File: src/rtl/pipe_ctrl_if.sv
// pipe_ctrl_if: groups the EX-stage sequencing signals of pipe_ctrl.
//   Signal names carry the direction as seen from pipe_ctrl (_i = into the
//   sequencer, _o = out of it).
//   slave  : used by pipe_ctrl (consumes requests, drives redirect/flush/hold)
//   master : used by the surrounding pipeline / testbench
//   Requests : jump_en_i, jump_addr_i[31:0], hold_flag_ex_i, hold_req_bus_i
//   Controls : jump_en_o, jump_addr_o[31:0], flush_if_id_o, flush_id_ex_o,
//              hold_pc_o, hold_if_id_o, hold_id_ex_o, bus_grant_o, timeout_o
interface pipe_ctrl_if;
  logic        jump_en_i;
  logic [31:0] jump_addr_i;
  logic        hold_flag_ex_i;
  logic        hold_req_bus_i;
  logic        jump_en_o;
  logic [31:0] jump_addr_o;
  logic        flush_if_id_o;
  logic        flush_id_ex_o;
  logic        hold_pc_o;
  logic        hold_if_id_o;
  logic        hold_id_ex_o;
  logic        bus_grant_o;
  logic        timeout_o;

  modport slave (
    input  jump_en_i, jump_addr_i, hold_flag_ex_i, hold_req_bus_i,
    output jump_en_o, jump_addr_o, flush_if_id_o, flush_id_ex_o,
           hold_pc_o, hold_if_id_o, hold_id_ex_o, bus_grant_o, timeout_o
  );

  modport master (
    output jump_en_i, jump_addr_i, hold_flag_ex_i, hold_req_bus_i,
    input  jump_en_o, jump_addr_o, flush_if_id_o, flush_id_ex_o,
           hold_pc_o, hold_if_id_o, hold_id_ex_o, bus_grant_o, timeout_o
  );
endinterface

File: src/rtl/pipe_ctrl.sv
// pipe_ctrl: EX-stage pipeline sequencer. Arbitrates a taken jump, multi-cycle
// EX holds and external bus freezes; drives redirect to pc_reg and
// flush/hold to if_id and id_ex. Runaway EX holds are cut off after
// HOLD_TIMEOUT cycles and flagged on a sticky timeout_o.
//   clk : clock, rising edge
//   rst : asynchronous reset, active-high
//   pif : pipe_ctrl_if.slave (requests in, redirect/flush/hold/grant out)
// Redirect, flush and hold outputs are Mealy (state + same-cycle inputs);
// bus_grant_o and timeout_o are registered.
module pipe_ctrl #(
  parameter int unsigned FLUSH_CYCLES = 1,
  parameter int unsigned HOLD_TIMEOUT = 255,
  parameter int unsigned CNT_W        = 16
) (
  input  logic        clk,
  input  logic        rst,
  pipe_ctrl_if.slave  pif
);

  typedef enum logic [1:0] {
    RUN,
    FLUSH,
    EX_HOLD,
    BUS_HOLD
  } state_e;

  localparam logic [CNT_W-1:0] CNT_ONE     = CNT_W'(1);
  localparam logic [CNT_W-1:0] FLUSH_INIT  = CNT_W'(FLUSH_CYCLES - 1);
  localparam logic [CNT_W-1:0] TIMEOUT_CNT = CNT_W'(HOLD_TIMEOUT);

  state_e           state_q, state_d;
  logic [CNT_W-1:0] cnt_q, cnt_d;
  logic             ex_mask_q, ex_mask_d;
  logic             grant_q, grant_d;
  logic             timeout_q, timeout_d;

  logic             hold_ex;
  logic             do_jump;
  logic             do_flush;
  logic             do_hold;

  always_ff @(posedge clk or posedge rst) begin
    if (rst) begin
      state_q   <= RUN;
      cnt_q     <= '0;
      ex_mask_q <= 1'b0;
      grant_q   <= 1'b0;
      timeout_q <= 1'b0;
    end else begin
      state_q   <= state_d;
      cnt_q     <= cnt_d;
      ex_mask_q <= ex_mask_d;
      grant_q   <= grant_d;
      timeout_q <= timeout_d;
    end
  end

  always_comb begin
    state_d   = state_q;
    cnt_d     = cnt_q;
    // The mask survives only while EX keeps requesting; one deassertion re-arms it.
    ex_mask_d = pif.hold_flag_ex_i ? ex_mask_q : 1'b0;
    grant_d   = grant_q;
    timeout_d = timeout_q;
    do_jump   = 1'b0;
    do_flush  = 1'b0;
    do_hold   = 1'b0;
    hold_ex   = pif.hold_flag_ex_i & ~ex_mask_q;

    case (state_q)
      RUN: begin
        if (pif.jump_en_i) begin
          do_jump  = 1'b1;
          do_flush = 1'b1;
          if (FLUSH_CYCLES > 1) begin
            state_d = FLUSH;
            cnt_d   = FLUSH_INIT;
          end
        end else if (hold_ex) begin
          do_hold = 1'b1;
          state_d = EX_HOLD;
          cnt_d   = CNT_ONE;
        end else if (pif.hold_req_bus_i) begin
          state_d = BUS_HOLD;
          grant_d = 1'b1;
        end
      end

      FLUSH: begin
        do_flush = 1'b1;
        if (cnt_q != '0) begin
          cnt_d = cnt_q - CNT_ONE;
        end
        if (cnt_q <= CNT_ONE) begin
          state_d = RUN;
        end
      end

      EX_HOLD: begin
        if (pif.hold_flag_ex_i) begin
          if (cnt_q == TIMEOUT_CNT) begin
            // Forced release: holds drop in this same cycle.
            timeout_d = 1'b1;
            ex_mask_d = 1'b1;
            state_d   = RUN;
          end else begin
            do_hold = 1'b1;
            if (cnt_q != '1) begin
              cnt_d = cnt_q + CNT_ONE;
            end
          end
        end else begin
          state_d = RUN;
          // Release cycle behaves like RUN for a jump; bus requests wait a cycle.
          if (pif.jump_en_i) begin
            do_jump  = 1'b1;
            do_flush = 1'b1;
            if (FLUSH_CYCLES > 1) begin
              state_d = FLUSH;
              cnt_d   = FLUSH_INIT;
            end
          end
        end
      end

      BUS_HOLD: begin
        // EX is frozen here, so a jump request simply re-presents after release.
        do_hold = 1'b1;
        if (!pif.hold_req_bus_i) begin
          state_d = RUN;
          grant_d = 1'b0;
        end
      end

      default: begin
        state_d = RUN;
      end
    endcase
  end

  // Mealy outputs are gated by rst so an asserted reset silences them at once,
  // even if requests are still present on the inputs.
  always_comb begin
    pif.jump_en_o     = do_jump & ~rst;
    pif.jump_addr_o   = (do_jump && !rst) ? pif.jump_addr_i : '0;
    pif.flush_if_id_o = do_flush & ~rst;
    pif.flush_id_ex_o = do_flush & ~rst;
    pif.hold_pc_o     = do_hold & ~rst;
    pif.hold_if_id_o  = do_hold & ~rst;
    pif.hold_id_ex_o  = do_hold & ~rst;
    pif.bus_grant_o   = grant_q;
    pif.timeout_o     = timeout_q;
  end

endmodule

File: src/flat_wrapper.sv
// flat-port wrapper written by rule: the top's interface ports become plain ports
module pipe_ctrl_flat 
#(
  parameter int unsigned FLUSH_CYCLES = 1,
  parameter int unsigned HOLD_TIMEOUT = 255,
  parameter int unsigned CNT_W        = 16
)
  (clk, rst, pif_jump_en_i, pif_jump_addr_i, pif_hold_flag_ex_i, pif_hold_req_bus_i, pif_jump_en_o, pif_jump_addr_o, pif_flush_if_id_o, pif_flush_id_ex_o, pif_hold_pc_o, pif_hold_if_id_o, pif_hold_id_ex_o, pif_bus_grant_o, pif_timeout_o);
  pipe_ctrl_if pif_i ();
  input  logic clk;
  input  logic rst;
  input wire logic [$bits(pif_i.jump_en_i)-1:0] pif_jump_en_i;
  input wire logic [$bits(pif_i.jump_addr_i)-1:0] pif_jump_addr_i;
  input wire logic [$bits(pif_i.hold_flag_ex_i)-1:0] pif_hold_flag_ex_i;
  input wire logic [$bits(pif_i.hold_req_bus_i)-1:0] pif_hold_req_bus_i;
  output wire logic [$bits(pif_i.jump_en_o)-1:0] pif_jump_en_o;
  output wire logic [$bits(pif_i.jump_addr_o)-1:0] pif_jump_addr_o;
  output wire logic [$bits(pif_i.flush_if_id_o)-1:0] pif_flush_if_id_o;
  output wire logic [$bits(pif_i.flush_id_ex_o)-1:0] pif_flush_id_ex_o;
  output wire logic [$bits(pif_i.hold_pc_o)-1:0] pif_hold_pc_o;
  output wire logic [$bits(pif_i.hold_if_id_o)-1:0] pif_hold_if_id_o;
  output wire logic [$bits(pif_i.hold_id_ex_o)-1:0] pif_hold_id_ex_o;
  output wire logic [$bits(pif_i.bus_grant_o)-1:0] pif_bus_grant_o;
  output wire logic [$bits(pif_i.timeout_o)-1:0] pif_timeout_o;
  assign pif_i.jump_en_i = pif_jump_en_i;
  assign pif_i.jump_addr_i = pif_jump_addr_i;
  assign pif_i.hold_flag_ex_i = pif_hold_flag_ex_i;
  assign pif_i.hold_req_bus_i = pif_hold_req_bus_i;
  assign pif_jump_en_o = pif_i.jump_en_o;
  assign pif_jump_addr_o = pif_i.jump_addr_o;
  assign pif_flush_if_id_o = pif_i.flush_if_id_o;
  assign pif_flush_id_ex_o = pif_i.flush_id_ex_o;
  assign pif_hold_pc_o = pif_i.hold_pc_o;
  assign pif_hold_if_id_o = pif_i.hold_if_id_o;
  assign pif_hold_id_ex_o = pif_i.hold_id_ex_o;
  assign pif_bus_grant_o = pif_i.bus_grant_o;
  assign pif_timeout_o = pif_i.timeout_o;
  pipe_ctrl #(.FLUSH_CYCLES(FLUSH_CYCLES), .HOLD_TIMEOUT(HOLD_TIMEOUT), .CNT_W(CNT_W)) u_core (.clk(clk), .rst(rst), .pif(pif_i));
endmodule
File: config.mk
export PLATFORM = sky130hd
export DESIGN_NAME = pipe_ctrl_flat
export DESIGN_NICKNAME = d
export VERILOG_FILES = /design/src/rtl/pipe_ctrl_if.sv /design/src/rtl/pipe_ctrl.sv /design/src/flat_wrapper.sv
export SDC_FILE = /design/constraint.sdc
export NUM_CORES = 1
export LEC_CHECK = 0
export CAP_MARGIN = 40
export CORE_UTILIZATION = 31
export CTS_BUF_LIST = sky130_fd_sc_hd__clkbuf_8
export CTS_CLUSTER_SIZE = 16
export DETAILED_ROUTE_END_ITERATION = 10
export PLACE_DENSITY = 0.71
export SYNTH_ARGS = -nofsm -noshare
export SYNTH_HDL_FRONTEND = slang
export SYNTH_SLANG_ARGS = --single-unit
File: constraint.sdc
create_clock -name clk -period 4.4 [get_ports clk]
set_clock_uncertainty 0.15 [all_clocks]
set_input_delay 0.66 -clock clk [delete_from_list [all_inputs] [get_ports clk]]
set_output_delay 0.66 -clock clk [all_outputs]
set_load 0.01 [all_outputs]
**After elaboration in Yosys (flattened, before gate mapping)**

Index checks and enable logic that the tools add are counted.

- Add/sub/neg operators: 2
- $lt $le $gt $ge: 1
- Eq/ne operators: 17
- Mux-type cells: 34
- Bitwise gates (word level): 6
- Reductions and logical operators: 10

Operator list:

| cell | number |
|---|---|
| 2-to-1 mux 16 bit | 6 |
| one-hot mux 16 bit (3 select lines) | 1 |
| 2-to-1 mux 32 bit | 1 |
| adder 16 x 1 -> 16 bit, second input constant | 1 |
| equality test 16 x 8 -> 1 bit, second input constant | 1 |
| less-or-equal comparator 16 x 1 -> 1 bit, second input constant | 1 |
| inequality test 16 bit, second input constant | 1 |
| nonzero test 16 bit | 1 |
| subtractor 16 x 1 -> 16 bit, second input constant | 1 |
| 2-to-1 mux 1 bit | 14 |
| 2-to-1 mux 2 bit | 7 |
| inequality test 2 bit, second input constant | 6 |
| AND reduction 5 bit | 2 |
| inequality test 2 x 1 -> 1 bit, second input constant | 4 |
| one-hot mux 2 bit (4 select lines) | 1 |
| AND reduction 7 bit | 1 |
| inequality test 3 x 2 -> 1 bit, second input constant | 2 |
| one-hot mux 1 bit (3 select lines) | 2 |
| AND 1 bit | 4 |
| equality test 2 bit, second input constant | 2 |
| one-hot mux 1 bit (2 select lines) | 2 |
| AND reduction 3 bit | 1 |
| nonzero test 3 bit | 1 |
| equality test 2 x 1 -> 1 bit, second input constant | 1 |
| other kinds (5) | 6 |

- Logic and storage cells: 75
- Output and inout port bits: 40
- Input bits: 37
- Bits in registers: 21

**Logic depth before layout (Yosys ltp)**

Gate-level depths: netlist of the first run.

- Word-level depth: 6
- Gate-level depth with buffers: 8
- Mapped depth without buffers: 7

**Worst setup path after synthesis of the first run**

No wires, ideal clock.

- Path kind: register to output
- From: register u_core.cnt_q[0]
- To: output port pif_hold_if_id_o
- Stages on the path, launching flop included: 7
- Data arrival time: 1731 ps
- Path slack: 1859 ps
- Data required time: 3590 ps
- Path buffers: 1
- Path through: dfrtp_1 > ha_1 > and3_1 > nand4_1 > nand3_1 > a211oi_1 > buf_4

- Cells in the longest elaborated chain, start to end: 5

Ends and longest elaborated chain:

| element | line | RTL |
|---|---|---|
| start, declared | pipe_ctrl.sv:32 | `logic [CNT_W-1:0] cnt_q, cnt_d;` |
| start signal, assigned | pipe_ctrl.sv:51 | `cnt_q <= cnt_d;` |
| equality test 16 x 8 -> 1 bit | pipe_ctrl.sv:101 | `if (cnt_q == TIMEOUT_CNT) begin` |
| 2-to-1 mux 1 bit | pipe_ctrl.sv:101 |  |
| 2-to-1 mux 1 bit | pipe_ctrl.sv:100 | `if (pif.hold_flag_ex_i) begin` |
| one-hot mux 1 bit (3 select lines) | pipe_ctrl.sv:70 | `case (state_q)` |
| AND 1 bit | -- |  |
| end, declared | flat_wrapper.sv:21 | `output wire logic [$bits(pif_i.hold_if_id_o)-1:0] pif_hold_if_id_o;` |

No other way between the ends.

**Worst setup path in the final report of the first run**

- From: input port pif_hold_flag_ex_i
- To: output port pif_hold_pc_o

- Cells in the longest elaborated chain, start to end: 5
- Elaborated cells between the ends (all ways): 6
- Classes of those cells: mux: 4; bitwise: 2

Ends and longest elaborated chain:

| element | line | RTL |
|---|---|---|
| start, declared | flat_wrapper.sv:14 | `input wire logic [$bits(pif_i.hold_flag_ex_i)-1:0] pif_hold_flag_ex_i;` |
| AND 1 bit | pipe_ctrl.sv:68 | `hold_ex = pif.hold_flag_ex_i & ~ex_mask_q;` |
| 2-to-1 mux 1 bit | pipe_ctrl.sv:79 | `end else if (hold_ex) begin` |
| 2-to-1 mux 1 bit | pipe_ctrl.sv:72 | `if (pif.jump_en_i) begin` |
| one-hot mux 1 bit (3 select lines) (*) | pipe_ctrl.sv:70 |  |
| AND 1 bit (*) | pipe_ctrl.sv:148 | `pif.hold_pc_o = do_hold & ~rst;` |
| end, declared | flat_wrapper.sv:20 | `output wire logic [$bits(pif_i.hold_pc_o)-1:0] pif_hold_pc_o;` |

Mark *: on every way between the ends. The rest lies on a longest branch, timed or not.

==> flow_summary.ini, run 1 <==
[timing]
rsz0062_at_grt = no
tns_ps = 0
period_minus_slack_ps = 3386
setup_viol = 0
worst_pin_slew_ps = 567.8
fmax_ghz = 0.2954
slew_viol_final = 0
worst_hold_slack_ps = 328.6
timing.final.crit_share_pct = 76.95
hold_viol = 0
slew_headroom_pct = 61.83
setup_ws_ps = 1014

[clocking]
cts.repair.resized = 0
htree_levels = 1
clk_path_buf_depth = 2
cts_root_buf = clkbuf_8
clk_latency_ps = 260
cts_tree = done
cts_buffers = 3
cts_setup_buffers = 0
clkTransAtPathRegs_ps = 70
ctsHoldBuffers = 0
clock-sinks = 21

[global_route]
gr-max-usage-layer = met2
met3_usage_pct = 2.529
antenna_found_initial = 0
grt_pass1_wl_um = 10200
use_met2_pct = 27.57
grt_max_degree = 34
grt_overflow_total = 0
gr-usage-met1_pct = 24.73
track_usage_pct = 17.55
grt_pass1_vias = 1987

[routing]
viasPerCell = 5.559
wl_per_cell_um = 15.90
vias = 2296
drc = 0
drtIter0Drc = 160
ant_nets = 0
drt_pre_antenna_iters = 5
totalWireLength_um = 6567

[worst_hold_path]
hold_class = reg2reg
min_path_cells = 1
whs_endpoint = u_core.pif.timeout_o
hp-start = u_core.pif.timeout_o

[power_and_ir_drop]
p_int_mw = 0.7952
seqPwrFrac_pct = 23.2
power_switching_mw = 0.8350
p_comb_share_pct = 69.0
powerDensity_nw_per_um2 = 552.1
leakagePower_nw = 1.170
vdd_drop_max_mv = 0.2034
clkPwrFrac_pct = 7.8
switching_share_pct = 51.22

[setup_path]
r2r_start = u_core.cnt_q[11]
crit_fanout = 6
worstSetupEndpointType = output pin
rr_worst_depth = 5
startpoint_type = input port
cp.required_ps = 3590
reg2reg_slack_ps = 1920
reg2reg_to = u_core.cnt_q[14]
cpMostUsedCell = clkdlybuf4s50_1
arrival_ps = 2580
critPathKind = in2out
critPathSlowestCell = clkdlybuf4s50_1
path_cells = clkdlybuf4s50_1 -> inv_1 -> nor2_1 -> a21oi_1 -> a211oi_1 -> clkdlybuf4s50_1
cpPeakStageDelay_ps = 620

[synthesis]
synth_edf_count = 0
syn_area_per_cell_um2 = 7.738
async_flop_share_pct = 100.0
synth.ff_latch_count = 21
ys.warnings.count = 0
syn_nets = 323
yosysUniqueCellTypes = 55
ys.flop_type = dfrtp_1
synth_cells = 277
seq_area_frac_synth_pct = 24.52
synth_area_um2 = 2143

[flow_run]
cap_violations = 0

[finish]
antenna_cells = 0
syn2layout_area_growth_pct = 37.77
ff_latch_area_um2 = 525.5
multiInputGateArea_um2 = 1430
n_fill_cell = 632
fin_cells = 413
postLayoutCoreUtil_pct = 45.46
layout.nets = 383
drive_gt1_share_pct = 4.464

[floorplanning]
pin_count = 77
fp-row-count = 29
core_area_um2 = 6495
die_area_um2 = 7251
die_x_um = 85.15
die_h_um = 85.15
initial_utilization_pct = 33.00

[status]
outcome = completed

[placed_design]
dp_slack_ps = 1027
port-buffer-count = 76
hpwl_um = 4954
place_congestion = 0.8668
placedCellCount = 409
cell usage after synthesis, types with 6 or more instances:
cell,count,area [µm²]
nand3_1,19,95.09
nor4_1,6,37.54
nor2_1,13,48.80
clkbuf_1,12,45.04
o21ai_0,15,75.07
a31oi_1,9,56.30
and2_1,34,212.7
buf_2,6,30.03
ha_1,9,112.6
a21oi_1,8,40.04
nand2_1,24,90.09
inv_1,14,52.55
nand4_1,9,56.30
dfrtp_1,21,525.5
how the worst max path moves through the flow:
stage	startpoint	to	cells after the start
final	pif_hold_flag_ex_i	pif_hold_pc_o	6
after global routing	pif_hold_flag_ex_i	pif_jump_addr_o[17]	7
after CTS	pif_hold_flag_ex_i	pif_hold_pc_o	6
after detailed placement	pif_hold_flag_ex_i	pif_hold_pc_o	6
after global placement	pif_hold_flag_ex_i	pif_jump_addr_o[0]	7
after floorplan	u_core.cnt_q[0]	pif_hold_if_id_o	6
cells by family after synthesis:
group	after synthesis	share of synthesized area, %
and+or+nand+nor	127	33.74
AOI/OAI and AO/OA	70	23.47
buffers and inverters	40	8.757
DFF	21	24.52
adders and majority gates	9	5.254
xor gates and xnor gates	7	2.861
muxes	3	1.401
layout by cell type (no fill, tap or decap), drive strengths merged, types with 4 or more instances in the layout:
cell type and count:
a21oi 8, a31oi 9, a32o 5, and2 35, and3 4, buf 5
clkdlybuf4s50 76, dfrtp 21, ha 9, inv 15, nand2 24, nand3 19
nand4 10, nor2 13, nor4 8, o21ai 15, o2bb2ai 5, xnor2 5
metal layers:
layer | vias to the layer above | wire length [µm]
met5 | - | 0
met4 | 0 | 73
met3 | 8 | 297
met2 | 71 | 3282
met1 | 1090 | 2914
li1 | 1127 | -
worst max-delay path, delay by kind of cell:
| kind | cells | cell delay, ps |
|---|---|---|
| buf+inv | 3 | 1290 |
| compound gates | 2 | 480 |
| simple gates | 1 | 150 |
through the flow:
stage                     total power [mW]  area, µm²
after detailed placement             1.489       2908
after global placement               1.477       2888
after floorplan                      1.182       2143
after CTS                            1.622       2953
after global routing                 1.767       2953
final                                1.630       2953
sequential cells by signal, indices dropped and copies added (netlist names):
signal	count
u_core.pif.bus_grant_o	1
u_core.pif.timeout_o	1
u_core.state_q	2
u_core.cnt_q	16
u_core.ex_mask_q	1
final cells by class:
class                      instances  area share [%]
clock inverter                     1          0.1271
timing repair buffer              81           27.20
inverter                          14           1.780
tap                               77           3.263
sequential                        21           17.80
multi-input combinational        216           48.43
clock buffer                       3           1.398
power by group through the flow:
stage	Sequential (mW)	Combinational, mW	Clock [mW]
after floorplan	0.298	0.885	0
after global placement	0.377	1.10	0
after detailed placement	0.379	1.11	0
after CTS	0.375	1.11	0.133
after global routing	0.392	1.23	0.140
final	0.378	1.13	0.126
Note: power is estimated with default switching activity, not from simulation.
==> inputs of run 2 (changes only) <==
- PLACE_DENSITY: 0.71 -> 0.73
- clock period: 4.4 -> 2.91 ns (I/O delays scaled with it)
==> run 2 against run 1 <==
  * Sequential share of layout area decreased by 1.7 points
  * Critical endpoint is now pif_jump_addr_o[1]
  * First-iteration DRC count increased by 37%
  * Largest power group unchanged
  * Flip-flop and latch count unchanged
==> flow_summary.ini, run 2 (synthesis gave the netlist of run 1 again) <==
[finish]
fin_cells = 435
fin_area_um2 = 3263
n_fill_cell = 592
multiInputGateArea_um2 = 1456
layout.nets = 405
regMostFlops = u_core.cnt_q
largest_reg_flops = 16
ff_latch_area_um2 = 525.5
antenna_cells = 0
mostFrequentLayoutCell = clkdlybuf4s50_1
postLayoutCoreUtil_pct = 50.24
top_regs = u_core.cnt_q x16, u_core.state_q x2
syn2layout_area_growth_pct = 52.25
drive_gt1_share_pct = 12.01
final_cell_mix = clkdlybuf4s50_1, and2_1, dlymetal6s2s_1, nand2_1, buf_4

[timing]
worst_pin_slew_ps = 484.9
fmax_ghz = 0.3561
slew_headroom_pct = 67.67
setup_ws_ps = 102.0
timing.final.crit_share_pct = 96.49
tns_ps = 0
hold_viol = 0
setup_viol = 0
slew_viol_final = 0
period_minus_slack_ps = 2808

[setup_path]
worstSetupEndpointType = output pin
startpoint_type = register
cp.required_ps = 2320
path_cells = inv_1 -> ha_2 -> nor2b_2 -> o21ai_2 -> nor2_4 -> clkbuf_16 -> and2_1 -> clkdlybuf4s50_1
critPathSlowestCell = clkdlybuf4s50_1
rr_worst_depth = 8
crit_fanout = 16
arrival_ps = 2220
reg2reg_to = u_core.cnt_q[11]
reg2reg_slack_ps = 520
r2r_start = u_core.cnt_q[1]
cpPeakStageDelay_ps = 560
critPathKind = reg2out

[placed_design]
place_congestion = 0.8924
dp_slack_ps = 72.54
placed_area_um2 = 3078
port-buffer-count = 76
placedCellCount = 428
hpwl_um = 5252

[clocking]
clkTransAtPathRegs_ps = 80
cts_tree = done
cts_root_buf = clkbuf_8
clk_latency_ps = 260
htree_levels = 1
clk_path_buf_depth = 2
cts_buffers = 3
clock-sinks = 21
ctsHoldBuffers = 0

[worst_hold_path]
min_path_cells = 1
hp-start = u_core.pif.timeout_o
whs_endpoint = u_core.pif.timeout_o
hold_class = reg2reg

[global_route]
antenna_found_initial = 0
grt_pass1_wl_um = 11060
grt_max_degree = 34
track_usage_pct = 18.59
grt_pass1_vias = 2288
grt_overflow_total = 0

[routing]
drt_pre_antenna_iters = 5
drc = 0
wl_per_cell_um = 16.78
drtIter0Drc = 219
totalWireLength_um = 7299
vias = 2407
viasPerCell = 5.533
ant_nets = 0

[power_and_ir_drop]
powerDensity_nw_per_um2 = 823.9
vdd_drop_max_mv = 0.2986
leakagePower_nw = 1.756

[floorplanning]
initial_utilization_pct = 33.00
die_h_um = 85.15
pin_count = 77
core_area_um2 = 6495
die_area_um2 = 7251
die_x_um = 85.15
fp-row-count = 29

[status]
outcome = completed

[flow_run]
cap_violations = 0
-- run 2: final cells by class --
| type | instances | share of cell area (%) |
|---|---|---|
| clock buffer | 3 | 1.265 |
| clock inverter | 1 | 0.1150 |
| inverter | 14 | 1.610 |
| multi-input combinational | 216 | 44.63 |
| sequential | 21 | 16.10 |
| tap | 77 | 2.952 |
| timing repair buffer | 103 | 33.32 |
-- run 2: metrics by stage --
stage               hold WS [ps]  total power [mW]
floorplan                  263.0             1.788
global placement           287.4             2.381
detailed placement         300.6             2.415
CTS                        312.0             2.614
global route               339.0             2.886
finish                     318.2             2.689
-- run 2: power by group --
| group | internal [mW] | switching [mW] |
|---|---|---|
| registers | 0.379 | 0.115 |
| clock network | 0.0942 | 0.104 |
| logic | 0.882 | 1.11 |
-- run 2: how the worst max path moves through the flow --
stage	from	end	slack, ps
after floorplan	u_core.cnt_q[0]	pif_hold_if_id_o	590
after global placement	pif_hold_flag_ex_i	pif_flush_id_ex_o	100
after detailed placement	pif_hold_flag_ex_i	pif_jump_addr_o[30]	70
after CTS	u_core.state_q[0]	pif_flush_if_id_o	2
after global routing	u_core.state_q[0]	pif_jump_addr_o[1]	-20
final	u_core.state_q[0]	pif_jump_addr_o[1]	100
-- run 2: metal layers --
metal | wire (µm) | share of wire [%] | track usage (%)
met1 | 3159 | 43 | 25.09
met2 | 3724 | 51 | 31.30
met3 | 356 | 4.9 | 2.529
met4 | 59 | 0.81 | 4.622
met5 | 0 | 0 | 0
-- run 2: what timing repair did --
item                       in CTS  in global routing
gates resized for setup         6                 32
pin swaps                       1                  1
setup endpoints to repair       4                 33
gates cloned                    0                  2
setup buffers                   0                  1
-- run 2: critical path, delay by kind of cell (launching register included) --
family                     cells  cell delay [ps]
AOI/OAI and AO/OA              1               90
DFF                            1              390
buffers and inverters          3              840
adders and majority gates      1              190
and+or+nand+nor                3              450
